===== src/rtl/uart_tx_arbiter.sv =====
// Round-robin arbiter sharing one UART transmitter between N byte requesters.
// Each granted byte is sequenced as start pulse, busy rise, busy fall, with a start watchdog.
module uart_tx_arbiter #(
  parameter int N            = 4,
  parameter int IDX_W        = 2,
  parameter int BUSY_TIMEOUT = 16
) (
  input  logic             clk,
  input  logic             rst,
  input  logic [N-1:0]     req,
  input  logic [8*N-1:0]   req_data,
  output logic [N-1:0]     ack,
  input  logic             tx_busy,
  output logic [7:0]       tx_data,
  output logic             tx_start,
  output logic [IDX_W-1:0] grant_idx,
  output logic             active,
  output logic             timeout_err,
  output logic [15:0]      tx_count
);

  localparam int TMR_W = (BUSY_TIMEOUT > 1) ? $clog2(BUSY_TIMEOUT) : 1;
  localparam logic [TMR_W-1:0] TMR_LAST = TMR_W'(BUSY_TIMEOUT - 1);
  localparam logic [IDX_W-1:0] IDX_LAST = IDX_W'(N - 1);

  typedef enum logic [1:0] {
    IDLE      = 2'd0,
    WAIT_BUSY = 2'd1,
    WAIT_DONE = 2'd2
  } state_t;

  state_t             state_q, state_d;
  logic [IDX_W-1:0]   ptr_q, ptr_d;
  logic [TMR_W-1:0]   timer_q, timer_d;

  logic [N-1:0]       ack_d;
  logic [7:0]         tx_data_d;
  logic               tx_start_d;
  logic [IDX_W-1:0]   grant_idx_d;
  logic               active_d;
  logic               timeout_err_d;
  logic [15:0]        tx_count_d;

  // Returns {found, index}. Scanning from the far end down lets the requester
  // closest to the pointer overwrite the others, so no early exit is needed.
  function automatic logic [IDX_W:0] rr_pick(input logic [N-1:0] r,
                                             input logic [IDX_W-1:0] p);
    logic [IDX_W:0] res;
    int             idx;
    res = '0;
    for (int k = N - 1; k >= 0; k--) begin
      idx = int'(p) + k;
      if (idx >= N) idx = idx - N;
      if (r[idx]) res = {1'b1, IDX_W'(idx)};
    end
    return res;
  endfunction

  logic [IDX_W:0]   pick;
  logic             pick_found;
  logic [IDX_W-1:0] pick_idx;
  logic [7:0]       pick_data;
  logic [N-1:0]     pick_onehot;

  assign pick       = rr_pick(req, ptr_q);
  assign pick_found = pick[IDX_W];
  assign pick_idx   = pick[IDX_W-1:0];

  always_comb begin
    pick_data   = '0;
    pick_onehot = '0;
    for (int i = 0; i < N; i++) begin
      if (pick_idx == IDX_W'(i)) begin
        pick_data      = req_data[8*i +: 8];
        pick_onehot[i] = 1'b1;
      end
    end
  end

  always_comb begin
    // NOTE: every next-value gets a default before the case (hold for state,
    // clear for pulses) so no branch leaves one unassigned and infers a latch.
    state_d       = state_q;
    ptr_d         = ptr_q;
    timer_d       = timer_q;
    ack_d         = '0;
    tx_start_d    = 1'b0;
    timeout_err_d = 1'b0;
    tx_data_d     = tx_data;
    grant_idx_d   = grant_idx;
    active_d      = active;
    tx_count_d    = tx_count;

    case (state_q)
      IDLE: begin
        // A busy transmitter here belongs to someone else or is still draining.
        if (!tx_busy && pick_found) begin
          tx_data_d   = pick_data;
          tx_start_d  = 1'b1;
          ack_d       = pick_onehot;
          grant_idx_d = pick_idx;
          active_d    = 1'b1;
          ptr_d       = (pick_idx == IDX_LAST) ? '0 : pick_idx + 1'b1;
          timer_d     = '0;
          state_d     = WAIT_BUSY;
        end
      end

      WAIT_BUSY: begin
        if (tx_busy) begin
          state_d = WAIT_DONE;
        end else if (timer_q == TMR_LAST) begin
          // The byte is dropped; its ack already went out and it is not retried.
          timeout_err_d = 1'b1;
          active_d      = 1'b0;
          state_d       = IDLE;
        end else begin
          timer_d = timer_q + 1'b1;
        end
      end

      WAIT_DONE: begin
        if (!tx_busy) begin
          tx_count_d = tx_count + 16'd1;
          active_d   = 1'b0;
          state_d    = IDLE;
        end
      end

      default: begin
        state_d  = IDLE;
        active_d = 1'b0;
        timer_d  = '0;
      end
    endcase
  end

  always_ff @(posedge clk) begin
    // NOTE: state uses non-blocking assignments so every register samples
    // pre-edge values, independent of statement order.
    if (rst) begin
      state_q     <= IDLE;
      ptr_q       <= '0;
      timer_q     <= '0;
      ack         <= '0;
      tx_data     <= '0;
      tx_start    <= 1'b0;
      grant_idx   <= '0;
      active      <= 1'b0;
      timeout_err <= 1'b0;
      tx_count    <= '0;
    end else begin
      state_q     <= state_d;
      ptr_q       <= ptr_d;
      timer_q     <= timer_d;
      ack         <= ack_d;
      tx_data     <= tx_data_d;
      tx_start    <= tx_start_d;
      grant_idx   <= grant_idx_d;
      active      <= active_d;
      timeout_err <= timeout_err_d;
      tx_count    <= tx_count_d;
    end
  end

endmodule


===== config.mk =====
export PLATFORM = sky130hd
export DESIGN_NAME = uart_tx_arbiter
export DESIGN_NICKNAME = d
export VERILOG_FILES = /design/src/rtl/uart_tx_arbiter.sv
export SDC_FILE = /design/constraint.sdc
export NUM_CORES = 1
export LEC_CHECK = 0
export ABC_AREA = 1
export CAP_MARGIN = 30
export CORE_ASPECT_RATIO = 1.4
export CORE_MARGIN = 1.5
export CORE_UTILIZATION = 43
export DETAILED_ROUTE_END_ITERATION = 7
export HOLD_SLACK_MARGIN = 0.03
export PLACE_DENSITY = 0.84
export SLEW_MARGIN = 5
export SYNTH_ARGS = -nofsm -noshare
export SYNTH_HDL_FRONTEND = slang
export SYNTH_SLANG_ARGS = --single-unit

===== constraint.sdc =====
create_clock -name clk -period 2.7 [get_ports clk]
set_clock_uncertainty 0.15 [all_clocks]
set_input_delay 0.54 -clock clk [delete_from_list [all_inputs] [get_ports clk]]
set_output_delay 0.54 -clock clk [all_outputs]
set_load 0.005 [all_outputs]

==> After elaboration in Yosys (flattened, before gate mapping) <==
Cells that the tools add are included.
Widths: inputs -> output; s select.
{ "word_totals": {"reg_bits": 41, "out_inout_bits": 33, "inputBits": 39, "elab_cells": 102} }
{ "op_classes": {"n_mux": 45, "reduce_logical": 12, "n_addsub": 10, "n_eq_ne": 12, "order_cmp": 8, "n_bitwise": 5} }
{ "ops": {"columns": ["cell", "count"], "rows": [
  ["$lt 32x4->1 const B", 4],
  ["$mux 32", 4],
  ["$mux 8", 4],
  ["$mux 1", 18],
  ["$add 16x1->16 const B", 1],
  ["$mux 3", 4],
  ["$mux 4", 3],
  ["$pmux 4 s3", 1],
  ["$sub 3x3->4 const B", 3],
  ["$mux 2", 5],
  ["$ne 2x2->1 const B", 5],
  ["$ge 3x3->1 const B", 3],
  ["$bmux 1 s2", 4],
  ["$reduce_and 4->1", 2],
  ["$add 2x2->3 const B", 2],
  ["$eq 2x2->1 const B", 3],
  ["$pmux 2 s3", 1],
  ["$reduce_or 3->1", 2],
  ["$not 1->1", 5],
  ["$add 4x1->4 const B", 1],
  ["$eq 2x1->1 const B", 2],
  ["$eq 4x4->1 const B", 1],
  ["$logic_not 2->1", 2],
  ["$reduce_and 2->1", 2],
  ["other kinds (10)", 10]
]} }

==> Logic depth before layout (Yosys ltp) <==
{ "depth": {"word_depth": 15, "ltp_mapped": 23, "ltp_nobuf": 21} }

==> Worst setup path after synthesis <==
No wires, ideal clock.
{ "synth_path": {"path_type": "input-to-reg", "from": "input req[3]", "to": "register tx_data[0]", "required_time_ns": 2.480, "arrival_ns": 2.404, "path_stages": 21, "setup_time_ns": 0.070, "path_buffers": 1, "path_slack_ns": 0.076, "path_cell_list": "inv_1 nand2_1 and2_1 nand2_1 nand2_1 inv_1 nand2_1 inv_1 nand2_1 nand2_1 inv_1 ha_1 buf_2 nor2_1 nand2_1 nand2_1 o21ai_0 nand2_1 o21a_1 nand2_2 a21oi_2"} }
{ "synth_via": {"elab_chain_cells": 12, "elab_cells_between_ends": 26, "cone_classes": "3 x eq/ne; 20 x mux; 3 x reduce/logical"} }
{ "synth_rtl": {"columns": ["item", "line", "source"], "rows": [
  ["from (decl)", "10", "input logic [N-1:0] req,"],
  ["$bmux 1 s2", "54", "if (r[idx]) res = {1'b1, IDX_W'(idx)};"],
  ["$mux 1 (not written as such) (2 in series)", "54", null],
  ["$mux 3 (3 in series)", "54", null],
  ["$mux 3 *", "54", null],
  ["via pick[0]", "59", "logic [IDX_W:0] pick;"],
  ["$logic_not 2->1", "73", "if (pick_idx == IDX_W'(i)) begin"],
  ["$mux 8 (3 in series)", "73", null],
  ["$mux 8 *", "73", null],
  ["to (signal assigned)", "157", "tx_data <= tx_data_d;"],
  ["to (decl)", "14", "output logic [7:0] tx_data,"]
]} }
Mark *: on every way through the listed nets, which the timed path passes. The rest lies on a longest branch. The select of a mux whose other input is x is not followed.
A chain may end at the register's enable or synchronous reset.

==> Worst setup path in the final report <==
{ "layout_path": {"from": "register ptr_q[0]", "to": "register tx_data[1]"} }
{ "layout_via": {"elab_chain_cells": 15, "elab_cells_between_ends": 41, "cone_classes": "7 x add/sub; 4 x order compare; 3 x eq/ne; 24 x mux; 3 x reduce/logical"} }
{ "layout_rtl": {"columns": ["item", "line", "source"], "rows": [
  ["from (decl)", "33", "logic [IDX_W-1:0] ptr_q, ptr_d;"],
  ["from (signal assigned)", "154", "ptr_q <= ptr_d;"],
  ["$add 2x2->3", "52", "idx = int'(p) + k;"],
  ["$sub 3x3->4 or $ge 3x3->1 (tied branches)", "53", "if (idx >= N) idx = idx - N;"],
  ["$mux 32", "53", null],
  ["$bmux 1 s2", "54", null],
  ["$mux 1 (not written as such) (2 in series)", "54", null],
  ["$mux 3 (3 in series)", "54", null],
  ["$mux 3 *", "54", null],
  ["$logic_not 2->1", "73", null],
  ["$mux 8 (4 in series)", "73", null]
]} }
Every way passes the cells marked *; elsewhere a longest branch is shown, timed or not. The select of a mux whose other input is x is not followed.

==> results list <==
* Run status: completed
* Ant diodes: 0
- Count of warnings emitted by yosys: 0
- Flops & latches, synth: 41
* Fraction of power consumed by sequential logic: 19.6%
- Post-detailed-placement half-perimeter wirelength: 4590 um
- After technology mapping, the gate count stands at 361.
* Total power divided by cell area: 1160 mW/mm^2
* Vias in the first global route: 2408
- Clk Latency, worst-skew pair: 290 ps
- STA puts the critical path data arrival time at 2520 ps.
* Number of antenna violations at the first check in global routing: 0
* Total clock sinks: 41
- CP required: 2730 ps
- CP startpoint kind: flip-flop
* Mean routed wirelength per cell: 12.3 um
- Total setup violations reported at the end of the flow: 0
- Synth Flop Type: sky130_fd_sc_hd__dfxtp_1
- Hold Path Origin: tx_data[7]$_SDFFE_PP0P_
- Clock H-tree levels: 2
* Critical register-to-register path startpoint: ptr_q[0]$_SDFFE_PP0P_
* Largest net degree at the start of global routing: 20
- The worst hold path belongs to the class reg -> reg.
* Total number of vias: 2574
* Actual transition at the worst max-transition pin: 389 ps
- The analysis attributes to net switching a power of 1.71 mW.
- Maximum resistive drop on vdd: 1030 uV
* NumNets Final: 494
- The final number of hold-violating endpoints is 0.
- Die Footprint: 0.00610 mm^2
* Fin. max-slew vios: 0
* Root Buffer: sky130_fd_sc_hd__clkbuf_8
- Cell internal power was estimated by the tool at 2.43 mW.
- Total routing resource utilization after global routing: 20.2%
* DRT Wirelength: 6360 um
- The share of the Yosys chip area taken by registers is 33.9%.
- Pre-CTS setup slack: -437 ps
- The most critical setup path has its startpoint at ptr_q[0]$_SDFFE_PP0P_.
* Clock tree from TritonCTS: built
- The mapped netlist covers 0.00242 mm^2.
* Num CTS Buffers: 5
- Net switching is 41.3% of the power.
* Initial DRC Count: 92
- Maximum fanout count along the critical path: 8
- From bottom edge to top edge, the die measures 91.8 um.
- For this configuration, the core starts out at a cell density of 44.2%.
* Maximum buffer depth of the clock tree: 2
- Routability-driven placement finished with a final weighted congestion of 0.831.
- Synthesized netlist net count: 406
- Number of enable flip-flop cells after synthesis: 0
- CP Class: reg -> reg
- Relative area change from synthesis to final layout: 47.9%
* Remaining antenna violation count: 0
* Placement row count: 32
- After clock tree synthesis, the clock-pin slew on the worst setup and hold paths is 80 ps.
- The analysis attributes to cell leakage a power of 1.52 nW.
- Cell variety after synth: 36
- Overall die width: 66.5 um
* Max_slew headroom: 74.1%
- Setup repair after global routing left no endpoint under its margin.
* Reg area: 822 um^2
- Part of the power in the clock network: 14.0%
- Max cap viols: 0
* Total congestion overflow after global routing: 0
- Final period demand of the worst path: 2490 ps
* CTS hold repair buffers: 0
* Ports: 72
* Wire length of the first global-routing pass: 9960 um
- First drt pass iteration count: 4
- Final cycle utilization of the critical path: 92.4%
- For flop-to-flop paths, the worst setup slack is 210 ps.
- Footprint of the multi-input gates: 0.00146 mm^2
- PnR worst setup slack: 206 ps
* Detailed-route DRC error count: 0
* Vias per std cell: 4.97
* Final core utilization: 65.4%
* Mean cell area of the mapped netlist: 6.71 um^2
- Core area: 0.00549 mm^2
- STA classifies the critical path endpoint as a flip-flop.
- Derived from the worst setup path, the maximum achievable clock frequency is 0.401 GHz.
- The count of buffers added on input and output ports is 71.
* Share of final-layout standard cells stronger than drive strength 1: 21.8%
- For this run, asynchronously set or reset flops after synthesis account for 0%.
* Portion of total power attributed to combinational logic: 66.4%
- Number of fill cells in the layout: 468
==> layout by cell type (no fill, tap or decap), types with 4 or more instances in the layout <==
| master | n |
|---|---|
| sky130_fd_sc_hd__nand2_1 | 95 |
| sky130_fd_sc_hd__clkdlybuf4s50_1 | 67 |
| sky130_fd_sc_hd__dfxtp_1 | 40 |
| sky130_fd_sc_hd__nor2_1 | 37 |
| sky130_fd_sc_hd__inv_1 | 34 |
| sky130_fd_sc_hd__nand2_2 | 26 |
| sky130_fd_sc_hd__a21oi_1 | 19 |
| sky130_fd_sc_hd__a21oi_2 | 13 |
| sky130_fd_sc_hd__o21ai_0 | 12 |
| sky130_fd_sc_hd__buf_4 | 12 |
| sky130_fd_sc_hd__nand3_1 | 9 |
| sky130_fd_sc_hd__o21a_1 | 8 |
| sky130_fd_sc_hd__inv_2 | 7 |
| sky130_fd_sc_hd__o21ai_1 | 5 |
| sky130_fd_sc_hd__nor3_1 | 5 |
| sky130_fd_sc_hd__clkbuf_8 | 5 |
| sky130_fd_sc_hd__nor2_2 | 4 |
| sky130_fd_sc_hd__nor2_4 | 4 |
| sky130_fd_sc_hd__nand4_1 | 4 |
| sky130_fd_sc_hd__dlymetal6s2s_1 | 4 |
| sky130_fd_sc_hd__buf_6 | 4 |
==> critical path, cell delays in order, from the launching register on <==
cell,delay (ps)
sky130_fd_sc_hd__dfxtp_2,460
sky130_fd_sc_hd__inv_6,70
sky130_fd_sc_hd__nand2_2,80
sky130_fd_sc_hd__and2_4,140
sky130_fd_sc_hd__nand2_1,60
sky130_fd_sc_hd__nand2_1,80
sky130_fd_sc_hd__inv_1,40
sky130_fd_sc_hd__nand2_1,70
sky130_fd_sc_hd__inv_1,40
sky130_fd_sc_hd__nand2_1,60
sky130_fd_sc_hd__nand2_2,100
sky130_fd_sc_hd__buf_6,140
sky130_fd_sc_hd__ha_4,190
sky130_fd_sc_hd__buf_6,140
sky130_fd_sc_hd__a21oi_1,110
sky130_fd_sc_hd__nand2_1,70
sky130_fd_sc_hd__o21ai_1,70
sky130_fd_sc_hd__nand2_1,60
sky130_fd_sc_hd__o21a_1,120
sky130_fd_sc_hd__nand2_2,80
sky130_fd_sc_hd__a21oi_2,50
==> cell type report <==
| class | count | share of cell area (%) |
|---|---|---|
| Sequential cell | 41 | 22.9 |
| Timing Repair inverter | 1 | 0.209 |
| Multi-Input combinational cell | 267 | 40.8 |
| Timing Repair Buffer | 89 | 25.0 |
| Tap cell | 68 | 2.37 |
| Clock inverter | 3 | 1.82 |
| Inverter | 44 | 4.92 |
| Clock buffer | 5 | 1.92 |
==> routing by layer <==
layer / share of wire [%] / global-route usage [%] / up-vias
li1: - / - / 1312
met1: 39 / 21.8 / 1179
met2: 55 / 38.4 / 74
met3: 3.6 / 3.19 / 9
met4: 1.6 / 6.80 / 0
met5: 0 / 0 / -
==> Yosys cell counts (3+ instances only) <==
library cell | n | area share (%)
sky130_fd_sc_hd__nor3_1 | 5 | 1.0
sky130_fd_sc_hd__nand4_1 | 4 | 1.0
sky130_fd_sc_hd__inv_2 | 3 | 0.46
sky130_fd_sc_hd__inv_1 | 38 | 5.9
sky130_fd_sc_hd__nand3_1 | 11 | 2.3
sky130_fd_sc_hd__o21a_1 | 8 | 2.5
sky130_fd_sc_hd__a21oi_2 | 9 | 3.3
sky130_fd_sc_hd__nand2_2 | 19 | 4.9
sky130_fd_sc_hd__nor2_4 | 3 | 1.4
sky130_fd_sc_hd__o21ai_0 | 17 | 3.5
sky130_fd_sc_hd__nand2_1 | 102 | 16
sky130_fd_sc_hd__ha_1 | 6 | 3.1
sky130_fd_sc_hd__clkbuf_1 | 3 | 0.46
sky130_fd_sc_hd__dfxtp_1 | 41 | 34
sky130_fd_sc_hd__a21oi_1 | 23 | 4.7
sky130_fd_sc_hd__nor2_1 | 38 | 5.9
sky130_fd_sc_hd__nor2_2 | 4 | 1.0
sky130_fd_sc_hd__and2_1 | 3 | 0.77
==> timing repair <==
item / 4_1_cts / 5_1_grt
resized for setup: 7 / 40
endpoints found under the hold margin: 0 / 0
buffers inserted: 1 / 4
pin swaps: 2 / 13
setup endpoints to repair: 8 / 8
gates cloned: 0 / 1
==> per-stage QoR <==
stage	cell area (um^2)	std cells	hold slack [ps]	TNS (ps)	power, mW
6_report	3580	518	335	0	4.15
5_1_grt	3580	518	366	0	4.46
4_1_cts	3430	513	335	0	3.65
3_5_place_dp	3260	504	322	-3020	2.94
3_3_place_gp	3260	504	314	-2360	2.88
2_1_floorplan	2420	361	302	0	2.24
==> final timing paths <==
kind	endpoint	cells after the start
min	tx_data[7]$_SDFFE_PP0P_	2
min reg2reg	tx_data[7]$_SDFFE_PP0P_	2
max reg2reg	tx_data[1]$_SDFFE_PP0P_	20
max	tx_data[1]$_SDFFE_PP0P_	20
==> cells by family (layout without fill, tap and decap cells) <==
group,Yosys count,count (layout),synth area share [%]
AND/OR/NAND/NOR,195,195,36.4
XOR/XNOR,2,2,0.723
flip-flops,41,41,33.9
adder cells (fa/ha/maj),6,6,3.10
buffers and inverters,53,142,9.86
AO/OA/AOI/OAI,64,64,16.1
==> registers in the layout, indices dropped and copies added (netlist names) <==
signal	count
ack	4
active	1
grant_idx	2
ptr_q	2
state_q	2
timeout_err	1
timer_q	4
tx_count	16
tx_data	8
tx_start	1
==> power by group through the flow <==
stage / Combinational, mW / Clock, mW / Sequential [mW]
CTS: 2.25 / 0.592 / 0.806
global placement: 2.06 / 0 / 0.817
floorplan: 1.44 / 0 / 0.800
finish: 2.75 / 0.582 / 0.811
global route: 3.02 / 0.617 / 0.825
detailed placement: 2.13 / 0 / 0.816
Note: power is estimated with default switching activity, not from simulation.
